<file path="src/rtl/enc_bin2onehot_pipe.sv">
// Binary-to-one-hot/thermometer encoder with a 2-entry valid/ready output buffer.
// Codes >= OUT_W store an all-zero word tagged with an error bit and set a sticky flag.
module enc_bin2onehot_pipe #(
  parameter int IN_W  = 4,
  parameter int OUT_W = 16
) (
  input  logic             clk,
  input  logic             rst,
  input  logic             in_valid,
  output logic             in_ready,
  input  logic [IN_W-1:0]  in,
  input  logic             in_mode,
  output logic             out_valid,
  input  logic             out_ready,
  output logic [OUT_W-1:0] out,
  output logic             out_err,
  output logic             err_sticky,
  input  logic             clr_err
);

  logic [1:0]       count_q, count_d;
  logic [OUT_W-1:0] word_q [2];
  logic [OUT_W-1:0] word_d [2];
  logic [1:0]       err_q, err_d;
  logic             err_sticky_q, err_sticky_d;

  logic             push, pop;
  logic [31:0]      code;
  logic [OUT_W-1:0] enc_word;
  logic             enc_err;
  logic [1:0]       wr_base;

  assign code      = 32'(in);
  assign in_ready  = (count_q < 2'd2) && !rst;
  assign out_valid = (count_q != 2'd0);
  assign push      = in_valid && in_ready;
  assign pop       = out_valid && out_ready;

  assign out        = out_valid ? word_q[0] : '0;
  assign out_err    = out_valid && err_q[0];
  assign err_sticky = err_sticky_q;

  always_comb begin
    enc_err  = (code >= 32'(OUT_W));
    enc_word = '0;
    for (int i = 0; i < OUT_W; i++) begin
      enc_word[i] = !enc_err && (in_mode ? (32'(i) <= code) : (32'(i) == code));
    end
  end

  // Slot 0 is always the head; a pop shifts slot 1 down before the new entry lands.
  always_comb begin
    word_d       = word_q;
    err_d        = err_q;
    count_d      = count_q;
    err_sticky_d = err_sticky_q;
    wr_base      = count_q - {1'b0, pop};

    if (pop) begin
      word_d[0] = word_q[1];
      err_d[0]  = err_q[1];
      word_d[1] = '0;
      err_d[1]  = 1'b0;
    end

    if (push) begin
      if (wr_base == 2'd0) begin
        word_d[0] = enc_word;
        err_d[0]  = enc_err;
      end else begin
        word_d[1] = enc_word;
        err_d[1]  = enc_err;
      end
    end

    count_d = count_q + {1'b0, push} - {1'b0, pop};

    if (push && enc_err) begin
      err_sticky_d = 1'b1;
    end else if (clr_err) begin
      err_sticky_d = 1'b0;
    end
  end

  always_ff @(posedge clk) begin
    if (rst) begin
      count_q      <= 2'd0;
      word_q[0]    <= '0;
      word_q[1]    <= '0;
      err_q        <= 2'b00;
      err_sticky_q <= 1'b0;
    end else begin
      count_q      <= count_d;
      word_q[0]    <= word_d[0];
      word_q[1]    <= word_d[1];
      err_q        <= err_d;
      err_sticky_q <= err_sticky_d;
    end
  end

endmodule

</file>
<file path="config.mk">
export PLATFORM = sky130hd
export DESIGN_NAME = enc_bin2onehot_pipe
export DESIGN_NICKNAME = d
export VERILOG_FILES = /design/src/rtl/enc_bin2onehot_pipe.sv
export SDC_FILE = /design/constraint.sdc
export NUM_CORES = 1
export LEC_CHECK = 0
export BUFFER_PORTS_ARGS = -buffer_cell sky130_fd_sc_hd__buf_2
export CORE_ASPECT_RATIO = 0.75
export CORE_MARGIN = 5
export CORE_UTILIZATION = 60
export CTS_CLUSTER_SIZE = 16
export DETAILED_ROUTE_END_ITERATION = 10
export GPL_TIMING_DRIVEN = 0
export PLACE_DENSITY = 0.84
export SLEW_MARGIN = 0
export SYNTH_ARGS = -nofsm -noshare
export SYNTH_HDL_FRONTEND = slang
export SYNTH_SLANG_ARGS = --single-unit
</file>
<file path="constraint.sdc">
create_clock -name clk -period 2.55 [get_ports clk]
set_input_delay 0.255 -clock clk [delete_from_list [all_inputs] [get_ports clk]]
set_output_delay 0.255 -clock clk [all_outputs]
set_load 0.01 [all_outputs]
</file>
# Word-level counts from Yosys, hierarchy flattened
# Index checks and enable logic that the tools add are counted.
# op_classes
n_mux,27
n_mul,0
n_bitwise,0
div_mod_pow,0
reduce_logical,27
n_lt_le_gt_ge,18
eq_ne,15
addsub,3
shift,0
# ops
operator,count
two-way mux 32 bit,2
two-way mux 16 bit,3
equality test 4 bit (first input constant),8
less-or-equal comparator 4 bit (first input constant),8
zero test 32 bit,1
logical AND 1 bit,21
two-way mux 1 bit,20
equality test 3 x 4 -> 1 bit (first input constant),4
less-or-equal comparator 3 x 4 -> 1 bit (first input constant),4
equality test 2 x 4 -> 1 bit (first input constant),2
less-or-equal comparator 1 x 4 -> 1 bit (first input constant),2
less-or-equal comparator 2 x 4 -> 1 bit (first input constant),2
greater-or-equal comparator 4 x 5 -> 1 bit (second input constant),1
equality test 1 x 4 -> 1 bit (first input constant),1
two-way mux 2 bit,2
nonzero test 2 bit,2
subtractor 2 x 1 -> 2 bit,2
adder 2 x 1 -> 2 bit,1
zero test 1 bit,2
zero test 2 bit,1
less-than comparator 2 bit (second input constant),1
# word_totals
elab_cells,95
latchBits,0
romBits,0
memories,0
regBits,37
mem_bits_rw,0
output_inout_bits,20
input_bits,10

# Logic depth before layout (Yosys ltp)
# Gate-level depths: netlist of run 1.
# logic_depth
word_depth,6
ltp_mapped,8

# Worst setup path after synthesis of run 1
# Ideal clock, no wire load.
# synth_timing
path_type,reg-to-reg
startpoint,reg count_q[1]
endpoint,reg count_q[0]
period_less_slack_ns,1.553
n_path_buf,0
stages_incl_launch_ff,7
path_slack_ns,0.997
setup_ns,0.128
arrival_ns,1.425
required_time_ns,2.422
path_cell_list,dfxtp_1 > o21ai_2 > inv_1 > ha_1 > inv_1 > ha_1 > nor2b_1
# synth_via
elab_chain_cells,5
# synth_lines
item,line,rtl
start: declaration,21,"logic [1:0] count_q, count_d;"
start signal: assignment,93,count_q <= count_d;
less-than comparator 2 bit,34,assign in_ready = (count_q < 2'd2) && !rst;
logical AND 1 bit,34,
logical AND 1 bit,36,assign push = in_valid && in_ready;
adder 2 x 1 -> 2 bit,76,"count_d = count_q + {1'b0, push} - {1'b0, pop};"
subtractor 2 x 1 -> 2 bit *,76,
net count_d[0],21,
# Mark *: on every way through the listed nets, which the timed path passes. The rest lies on a longest branch.
# A chain may end at the register's enable or synchronous reset.

# Worst setup path after layout of run 1
# layout_timing
startpoint,reg count_q[1]
endpoint,out out[2]
# layout_via
elab_chain_cells,2
# layout_lines
item,line,rtl
nonzero test 2 bit,35,assign out_valid = (count_q != 2'd0);
two-way mux 16 bit,39,assign out = out_valid ? word_q[0] : '0;
end: declaration,15,"output logic [OUT_W-1:0] out,"
# Every way passes these cells.

==> impl_metrics.py, run 1 <==
metrics = {
    "run_status": {
        "status": "finished, final reports clean",
    },
    "routing": {
        "drtAntennaViolNets": 0,
        "viasPerCell": 5.782,
        "vias": 1648,
        "wl_per_cell_um": 15.76,
        "totalWireLength_mm": 4.492,
        "drcViolationCount": 0,
        "dr.pass1.iters": 4,
        "drt_iter0_drc": 113,
    },
    "yosys": {
        "yosys_warnings": 0,
        "synth_compound_area_frac": 0.1397,
        "synthFlopType": "dfxtp_1",
        "syn_area_um2": 1908,
        "postSynthRegisterBits": 36,
        "async_flop_share": 0,
        "syn_inst": 213,
        "syn_nets": 225,
        "synth_edf_count": 0,
        "synth_fa_ha_area_frac": 0.01311,
        "ys_types": 39,
        "synth_top_family_by_area": "simple AND/OR/NAND/NOR gates",
        "yosys.area_share.xor_xnor": 0.009180,
        "synth-simple-area-share": 0.2308,
        "muxShareOfSynthArea": 0.1646,
        "postSynthAreaPerCell_um2": 8.958,
        "ys_seq_area_frac": 0.3777,
    },
    "power_and_ir_drop": {
        "p_leak_nw": 0.9823,
        "cellPowerDensity_nw_per_um2": 773.6,
        "p_comb_frac": 0.356,
        "vdd_drop_max_uv": 597.2,
        "sw_frac_of_total": 0.3672,
        "pwr-share-clk": 0.251,
        "p_switching_mw": 0.6181,
        "intPower_mw": 1.065,
        "power_frac_seq": 0.393,
    },
    "floorplanning": {
        "io_pins": 30,
        "dieHeight_um": 58.84,
        "initial_core_util": 0.6362,
        "core_um2": 2999,
        "row_count": 17,
        "die_x_um": 75.12,
        "die-area_um2": 4419,
    },
    "grt": {
        "grt_pass1_vias": 1527,
        "antenna_found_initial": 0,
        "grt_max_degree": 11,
        "grt_pass1_wl_mm": 7.224,
        "grtUsageTotal": 0.2173,
        "overflow": 0,
    },
    "finish": {
        "n_fill_cell": 242,
        "syn2layout_area_growth_pct": 14.03,
        "drive_gt1_frac": 0.2429,
        "finalInstanceArea_um2": 2176,
        "layout_commonest_cell": "dfxtp_1",
        "diodes": 0,
        "most-common-layout-cells": "36 x dfxtp_1, 32 x buf_2, 22 x nand2_1, 21 x nor2_1, 19 x nor2b_1",
        "nNetsFinal": 258,
    },
    "placement": {
        "hpwl_mm": 3.088,
        "place.gp.congestion": 0.8562,
        "port_buffers": 26,
        "placed_cell_area_um2": 2086,
    },
    "sta": {
        "fin_worst_skew_ns": 0.004642,
        "max_freq_mhz": 456.7,
        "period_minus_slack_ns": 2.190,
        "whs_ns": 0.3112,
        "fin_setup_tns_ns": 0,
        "relSlewSlack": 0.5981,
        "final-max-slew-violation-count": 0,
        "setup_viol": 0,
        "rsz0062_at_grt": "false",
        "period_share": 0.8586,
        "tightest_slew_ns": 0.6006,
        "hold_viol": 0,
    },
    "cts": {
        "clk_pin_slew_ns": 0.07,
        "cts_made_buffers": 5,
        "htree_levels": 2,
        "post_cts_resized": 0,
        "post_cts_buffers": 0,
        "cts_max_path_buffers": 2,
        "cts_hold_buffers": 0,
        "cts_tree": "built",
        "cts_sinks": 36,
        "insertion_delay_ns": 0.29,
        "root_buffer": "clkbuf_8",
    },
    "worst_setup_path": {
        "path_class": "reg2out",
        "endpoint_kind": "output pin",
        "arrival_ns": 1.93,
        "cp_max_fo": 10,
        "start_kind": "flip-flop",
        "cp.required_ns": 2.30,
        "worstRegToRegCells": 7,
    },
    "run": {
        "max-cap-violations": 0,
    },
    "worst_hold_path": {
        "hp-class": "in2reg",
        "hold_depth": 3,
    },
}
[cell usage after synthesis (2+ instances only)]
| cell | count | area (um2) |
|---|---|---|
| a21boi_0 | 3 | 22.52 |
| a21oi_1 | 3 | 15.01 |
| a221oi_1 | 4 | 35.03 |
| a22oi_1 | 2 | 15.01 |
| a31oi_1 | 2 | 12.51 |
| and4b_1 | 2 | 20.02 |
| buf_2 | 6 | 30.03 |
| buf_4 | 4 | 30.03 |
| buf_6 | 2 | 22.52 |
| clkbuf_1 | 6 | 22.52 |
| dfxtp_1 | 36 | 720.7 |
| ha_1 | 2 | 25.02 |
| inv_1 | 4 | 15.01 |
| mux2_2 | 2 | 22.52 |
| mux2_4 | 10 | 150.1 |
| mux2i_1 | 13 | 130.1 |
| nand2_1 | 22 | 82.58 |
| nand2b_1 | 4 | 25.02 |
| nand3_1 | 4 | 20.02 |
| nand4b_1 | 3 | 26.28 |
| nor2_1 | 21 | 78.83 |
| nor2b_1 | 19 | 118.9 |
| nor3_1 | 3 | 15.01 |
| o211ai_1 | 2 | 15.01 |
| o21ai_0 | 6 | 30.03 |
| o22ai_1 | 15 | 93.84 |
[final timing paths]
check | end | slack [ns] | from
setup / recovery | out[2] | 0.36 | count_q[1]
hold / removal | word_q[5] | 0.31 | rst
setup reg to reg | count_q[1] | 0.78 | count_q[1]
hold reg to reg | err_q[0] | 0.47 | err_q[0]
[metal layers]
| metal | global-route usage | share of wire |
|---|---|---|
| met1 | 0.3058 | 0.47 |
| met2 | 0.3114 | 0.44 |
| met3 | 0.05461 | 0.077 |
| met4 | 0.09391 | 0.013 |
| met5 | 0 | 0 |
[sequential cells by signal, summed over array words and instances (netlist names)]
register	cells
err_q	2
word_q	32
count_q	2
[area by class of cell]
| type | count | area (um2) | share of cell area |
|---|---|---|---|
| Buffer | 18 | 105.1 | 0.04830 |
| Clock buffer | 8 | 90.09 | 0.04140 |
| Inverter | 4 | 15.01 | 0.006901 |
| Multi-Input combinational cell | 155 | 1067 | 0.4905 |
| Sequential cell | 36 | 720.7 | 0.3312 |
| Tap cell | 38 | 47.55 | 0.02185 |
| Timing Repair Buffer | 26 | 130.1 | 0.05980 |
[through the flow]
stage | utilization | instances | worst slack [ns] | power (mW)
6_report | 0.7255 | 285 | 0.3605 | 1.683
5_1_grt | 0.7255 | 285 | 0.1805 | 1.775
4_1_cts | 0.7255 | 285 | 0.2789 | 1.688
3_5_place_dp | 0.6955 | 277 | 0.6036 | 1.272
3_3_place_gp | 0.6955 | 277 | 0.6833 | 1.259
2_1_floorplan | - | 213 | 0.9965 | 1.090
[logic make-up after synthesis]
| logic type | Yosys count |
|---|---|
| fa+ha+maj | 2 |
| buf+inv | 22 |
| mux | 26 |
| flops | 36 |
| simple gates | 84 |
| xor+xnor | 2 |
| compound gates | 40 |
| other cells | 1 |
[critical path, cell delays in order (launching register included)]
cell and delay (ns):
dfxtp_1 0.38, nor2_1 0.51, clkbuf_1 0.48, nor2b_1 0.11
buf_2 0.16
[power groups by stage]
stage,Sequential [mW],Combinational (mW),Clock (mW)
after global routing,0.670,0.658,0.447
after CTS,0.662,0.603,0.423
after detailed placement,0.675,0.597,0
after global placement,0.673,0.585,0
after floorplan,0.664,0.426,0
final,0.662,0.599,0.422
(Power assumes the default switching activity.)
==> run 2: changes to the inputs <==
Settings changed: BUFFER_PORTS_ARGS -buffer_cell sky130_fd_sc_hd__buf_2 to default, DONT_BUFFER_PORTS from default to 1, HOLD_SLACK_MARGIN from default to 0.02, PLACE_DENSITY 0.84 to 0.76.
==> run 2 against run 1 <==
  * Die area did not move
  * Register-to-register slack improved by 0.02 ns
  * Sequential share of layout area rose by 2.1 points
  * Global-route usage rose by 0.36 points
  * Total power fell by 3.3%
  * Setup slack improved by 0.033 ns
  * Sequential power barely moved
  * Critical endpoint is now out[3]
  * Final cell count fell by 9.1%
  * Hold slack got worse by 0.068 ns
  * Critical path depth fell by 1
  * Clock power fell by 2%
==> impl_metrics.py, run 2 (same netlist as run 1, synthesis figures left out) <==
metrics = {
    "finish": {
        "drive_gt1_frac": 0.1629,
        "largest-register": "word_q",
        "nNetsFinal": 232,
        "n_fill_cell": 232,
        "most-common-layout-cells": "36 x dfxtp_1, 22 x nand2_1, 21 x nor2_1, 19 x nor2b_1, 15 x o22ai_1",
        "largest_register_ffs": 32,
        "layoutNonFillerInstCount": 259,
        "syn2layout_area_growth_pct": 7.344,
        "diodes": 0,
        "seq_area_um2": 720.7,
        "reg.largest.list": "word_q x32, count_q x2, err_q x2",
        "final_core_util": 0.6829,
        "multi_input_area_um2": 1067,
        "layout_commonest_cell": "dfxtp_1",
    },
    "placement": {
        "place_inst": 251,
        "hpwl_mm": 3.214,
        "port_buffers": 0,
        "place.gp.congestion": 0.8787,
    },
    "power_and_ir_drop": {
        "p_leak_nw": 0.8577,
        "cellPowerDensity_nw_per_um2": 794.4,
        "power_mw": 1.627,
        "vdd_drop_max_uv": 500.8,
    },
    "worst_setup_path": {
        "cp_max_fo": 10,
        "cp_slowest_cell": "nor2_1",
        "cp_cell_sequence": "nor2_1 -> clkbuf_1 -> nor2b_1",
        "endpoint_kind": "output pin",
        "slowest_delay_ns": 0.55,
        "start_kind": "flip-flop",
        "cp_top_family": "simple AND/OR/NAND/NOR gates",
        "critPathBufInv": 1,
        "arrival_ns": 1.90,
        "path_class": "reg2out",
        "cp.required_ns": 2.30,
    },
    "sta": {
        "fin_worst_skew_ns": 0.001689,
        "max_freq_mhz": 463.8,
        "tightest_slew_ns": 0.6567,
        "final-max-slew-violation-count": 0,
        "fin_setup_tns_ns": 0,
        "rsz0062_at_grt": "false",
        "period_minus_slack_ns": 2.156,
        "period_share": 0.8456,
        "setup_viol": 0,
        "relSlewSlack": 0.5606,
        "hold_viol": 0,
    },
    "run_status": {
        "status": "finished, final reports clean",
    },
    "cts": {
        "cts_tree": "built",
        "cts_made_buffers": 5,
        "post_cts_resized": 0,
        "post_cts_buffers": 0,
        "cts_sinks": 36,
        "cts_max_path_buffers": 2,
        "cts_hold_buffers": 0,
        "insertion_delay_ns": 0.28,
        "root_buffer": "clkbuf_8",
        "clk_pin_slew_ns": 0.07,
        "htree_levels": 2,
    },
    "grt": {
        "grtUsageTotal": 0.2209,
        "overflow": 0,
        "antenna_found_initial": 0,
        "grt_pass1_wl_mm": 7.458,
        "grt_max_degree": 12,
        "grt_pass1_vias": 1543,
    },
    "worst_hold_path": {
        "hp-class": "in2reg",
    },
    "floorplanning": {
        "core_um2": 2999,
        "die-area_um2": 4419,
        "dieHeight_um": 58.84,
        "initial_core_util": 0.6362,
        "die_x_um": 75.12,
        "io_pins": 30,
        "row_count": 17,
    },
    "routing": {
        "drcViolationCount": 0,
        "vias": 1526,
        "viasPerCell": 5.892,
        "drtAntennaViolNets": 0,
        "totalWireLength_mm": 4.430,
        "drt_iter0_drc": 76,
        "dr.pass1.iters": 4,
        "wl_per_cell_um": 17.10,
    },
    "run": {
        "max-cap-violations": 0,
    },
}
## run 2: cell types whose count changed in the layout (fill, tap and decap cells not counted), sizes merged
cell	change
clkbuf	-2
buf	-26
clkinv	+2
## run 2: path summary, 6_finish.rpt
path / endpoint / startpoint / cells after the start / slack, ns
min reg2reg: word_q[31] / word_q[31] / 2 / 0.47
min: word_q[19] / in[2] / 2 / 0.24
max reg2reg: count_q[1] / count_q[1] / 7 / 0.80
max: out[3] / count_q[1] / 3 / 0.39
## run 2: layout make-up
class | instances | area share
sequential | 36 | 0.3519
inverter | 4 | 0.007330
clock buffer | 6 | 0.04032
clock inverter | 2 | 0.004887
buffer | 18 | 0.05131
multi-input combinational | 155 | 0.5211
tap | 38 | 0.02321
## run 2: metal layers
layer  up-vias  routed length [um]  track usage
li1        751                   -            -
met1       730                2129       0.2916
met2        39                2021       0.3524
met3         6                 223      0.06314
met4         0                  55      0.05838
met5         -                   0            0
## run 2: where the power goes
part | switching [mW] | total, mW | internal, mW
clock network | 0.197 | 0.413 | 0.215
logic | 0.360 | 0.553 | 0.194
registers | 0.0428 | 0.661 | 0.618
total | 0.600 | 1.63 | 1.03
## run 2: through the flow
| stage | area (um2) | hold slack, ns | setup WS [ns] |
|---|---|---|---|
| finish | 2048 | 0.2432 | 0.3937 |
| global route | 2048 | 0.2440 | 0.1769 |
| CTS | 2048 | 0.2368 | 0.3441 |
| detailed placement | 1956 | 0.4612 | 0.6548 |
| global placement | 1956 | 0.4419 | 0.7243 |
| floorplan | 1908 | 0.4279 | 0.9965 |
==> run 3: changes to the inputs <==
Settings changed: CORE_UTILIZATION 60 to 56, PLACE_DENSITY 0.76 to 0.74.
Clock period 2.55 ns to 1.9 ns, I/O delays scaled along.
==> run 3 against run 2 <==
  * Utilization fell by 5.9 points
  * Total power grew 36%
  * First-iteration DRC count increased by 83%
  * Clock skew grew 0.0023 ns
  * Critical path depth up 3
  * Sequential share of layout area down 0.064 points
  * Global-route usage decreased by 1.4 points
==> impl_metrics.py, run 3 (same netlist as run 1, synthesis figures left out) <==
metrics = {
    "cts": {
        "cts_hold_buffers": 0,
        "htree_levels": 2,
        "post_cts_buffers": 0,
        "clk_pin_slew_ns": 0.07,
        "cts_made_buffers": 5,
        "root_buffer": "clkbuf_8",
        "insertion_delay_ns": 0.28,
        "cts_sinks": 36,
        "post_cts_resized": 2,
        "cts_max_path_buffers": 2,
        "cts_tree": "built",
    },
    "floorplanning": {
        "die-area_um2": 4687,
        "die_x_um": 77.40,
        "core_um2": 3288,
        "io_pins": 30,
        "initial_core_util": 0.5803,
        "dieHeight_um": 60.55,
        "row_count": 18,
    },
    "power_and_ir_drop": {
        "cellPowerDensity_nw_per_um2": 1077,
        "p_leak_nw": 0.8556,
        "power_mw": 2.210,
        "vdd_drop_max_uv": 616.5,
    },
    "grt": {
        "grt_max_degree": 11,
        "overflow": 0,
        "grt_pass1_vias": 1569,
        "grt_pass1_wl_mm": 7.686,
        "antenna_found_initial": 0,
        "grtUsageTotal": 0.2073,
    },
    "worst_setup_path": {
        "r2r-end": "count_q[0]",
        "reg2reg_from": "count_q[1]",
        "path_class": "reg2reg",
        "r2r_slack_ns": 0.11,
        "endpoint_kind": "flip-flop",
        "cp.required_ns": 2.06,
        "cp_max_fo": 8,
        "arrival_ns": 1.95,
        "start_kind": "flip-flop",
        "worstRegToRegCells": 6,
    },
    "routing": {
        "viasPerCell": 6.180,
        "drcViolationCount": 0,
        "dr.pass1.iters": 4,
        "drt_iter0_drc": 139,
        "wl_per_cell_um": 17.78,
        "vias": 1613,
        "totalWireLength_mm": 4.640,
        "drtAntennaViolNets": 0,
    },
    "worst_hold_path": {
        "hold_end": "word_q[19]",
        "hp-class": "in2reg",
        "holdCritStartpoint": "in[2]",
        "hold_depth": 2,
    },
    "placement": {
        "hpwl_mm": 3.300,
        "place.gp.congestion": 0.8921,
        "place_inst": 253,
        "placed_cell_area_um2": 1958,
        "port_buffers": 0,
    },
    "finish": {
        "most-common-layout-cells": "36 x dfxtp_1, 22 x nand2_1, 20 x nor2_1, 19 x nor2b_1, 15 x o22ai_1",
        "n_fill_cell": 284,
        "layoutNonFillerInstCount": 261,
        "largest-register": "word_q",
        "reg.largest.list": "word_q x32, count_q x2, err_q x2",
        "largest_register_ffs": 32,
        "layout_commonest_cell": "dfxtp_1",
        "seq_area_um2": 720.7,
        "diodes": 0,
        "finalInstanceArea_um2": 2052,
        "drive_gt1_frac": 0.1629,
        "syn2layout_area_growth_pct": 7.541,
        "nNetsFinal": 232,
        "multi_input_area_um2": 1070,
    },
    "sta": {
        "hold_viol": 0,
        "period_share": 0.9420,
        "final-max-slew-violation-count": 0,
        "setup_viol": 0,
        "fin_worst_skew_ns": 0.004018,
        "whs_ns": 0.1929,
        "rsz0062_at_grt": "true",
        "tightest_slew_ns": 0.5537,
        "relSlewSlack": 0.6309,
        "fin_setup_tns_ns": 0,
        "period_minus_slack_ns": 1.790,
        "max_freq_mhz": 558.7,
    },
    "run": {
        "max-cap-violations": 0,
    },
    "run_status": {
        "status": "finished, final reports clean",
    },
}
==> run 3: area by class of cell <==
type | instances | share of cell area
tap | 40 | 0.02439
clock buffer | 8 | 0.04390
sequential | 36 | 0.3512
buffer | 18 | 0.05183
multi-input combinational | 155 | 0.5213
inverter | 4 | 0.007317
==> run 3: layer usage <==
layer / global-route usage / share of wire / vias to the layer above
met5: 0 / 0 / -
met4: 0.06373 / 0.011 / 0
met3: 0.05786 / 0.073 / 9
met2: 0.3465 / 0.46 / 67
met1: 0.2655 / 0.46 / 781
li1: - / - / 756
==> run 3: worst max-delay path by stage <==
stage	from	slack (ns)	cells past startpoint	end
2_1_floorplan	count_q[1]	0.35	6	count_q[0]
3_3_place_gp	count_q[1]	0.06	3	out[14]
3_5_place_dp	count_q[1]	0.03	3	out[14]
4_1_cts	count_q[1]	0.11	3	out[14]
5_1_grt	count_q[1]	-0.01	7	count_q[1]
6_report	count_q[1]	0.11	6	count_q[0]
==> run 3: stage by stage <==
stage | setup WS (ns) | utilization
after floorplan | 0.3465 | -
after global placement | 0.06229 | 0.5955
after detailed placement | 0.03420 | 0.5955
after CTS | 0.1083 | 0.6240
after global routing | -0.01206 | 0.6240
final | 0.1102 | 0.6240
==> run 3: where the power goes <==
part	switching (mW)	total, mW	internal, mW
clock	0.252	0.548	0.295
sequential	0.0664	0.896	0.830
combinational	0.497	0.766	0.269
==> run 3: worst max-delay path: stages, from the launching register on <==
cell and delay (ns):
dfxtp_1 0.39, o21ai_2 0.34, inv_1 0.18, ha_1 0.32, inv_1 0.04, ha_1 0.26, nor2b_1 0.13
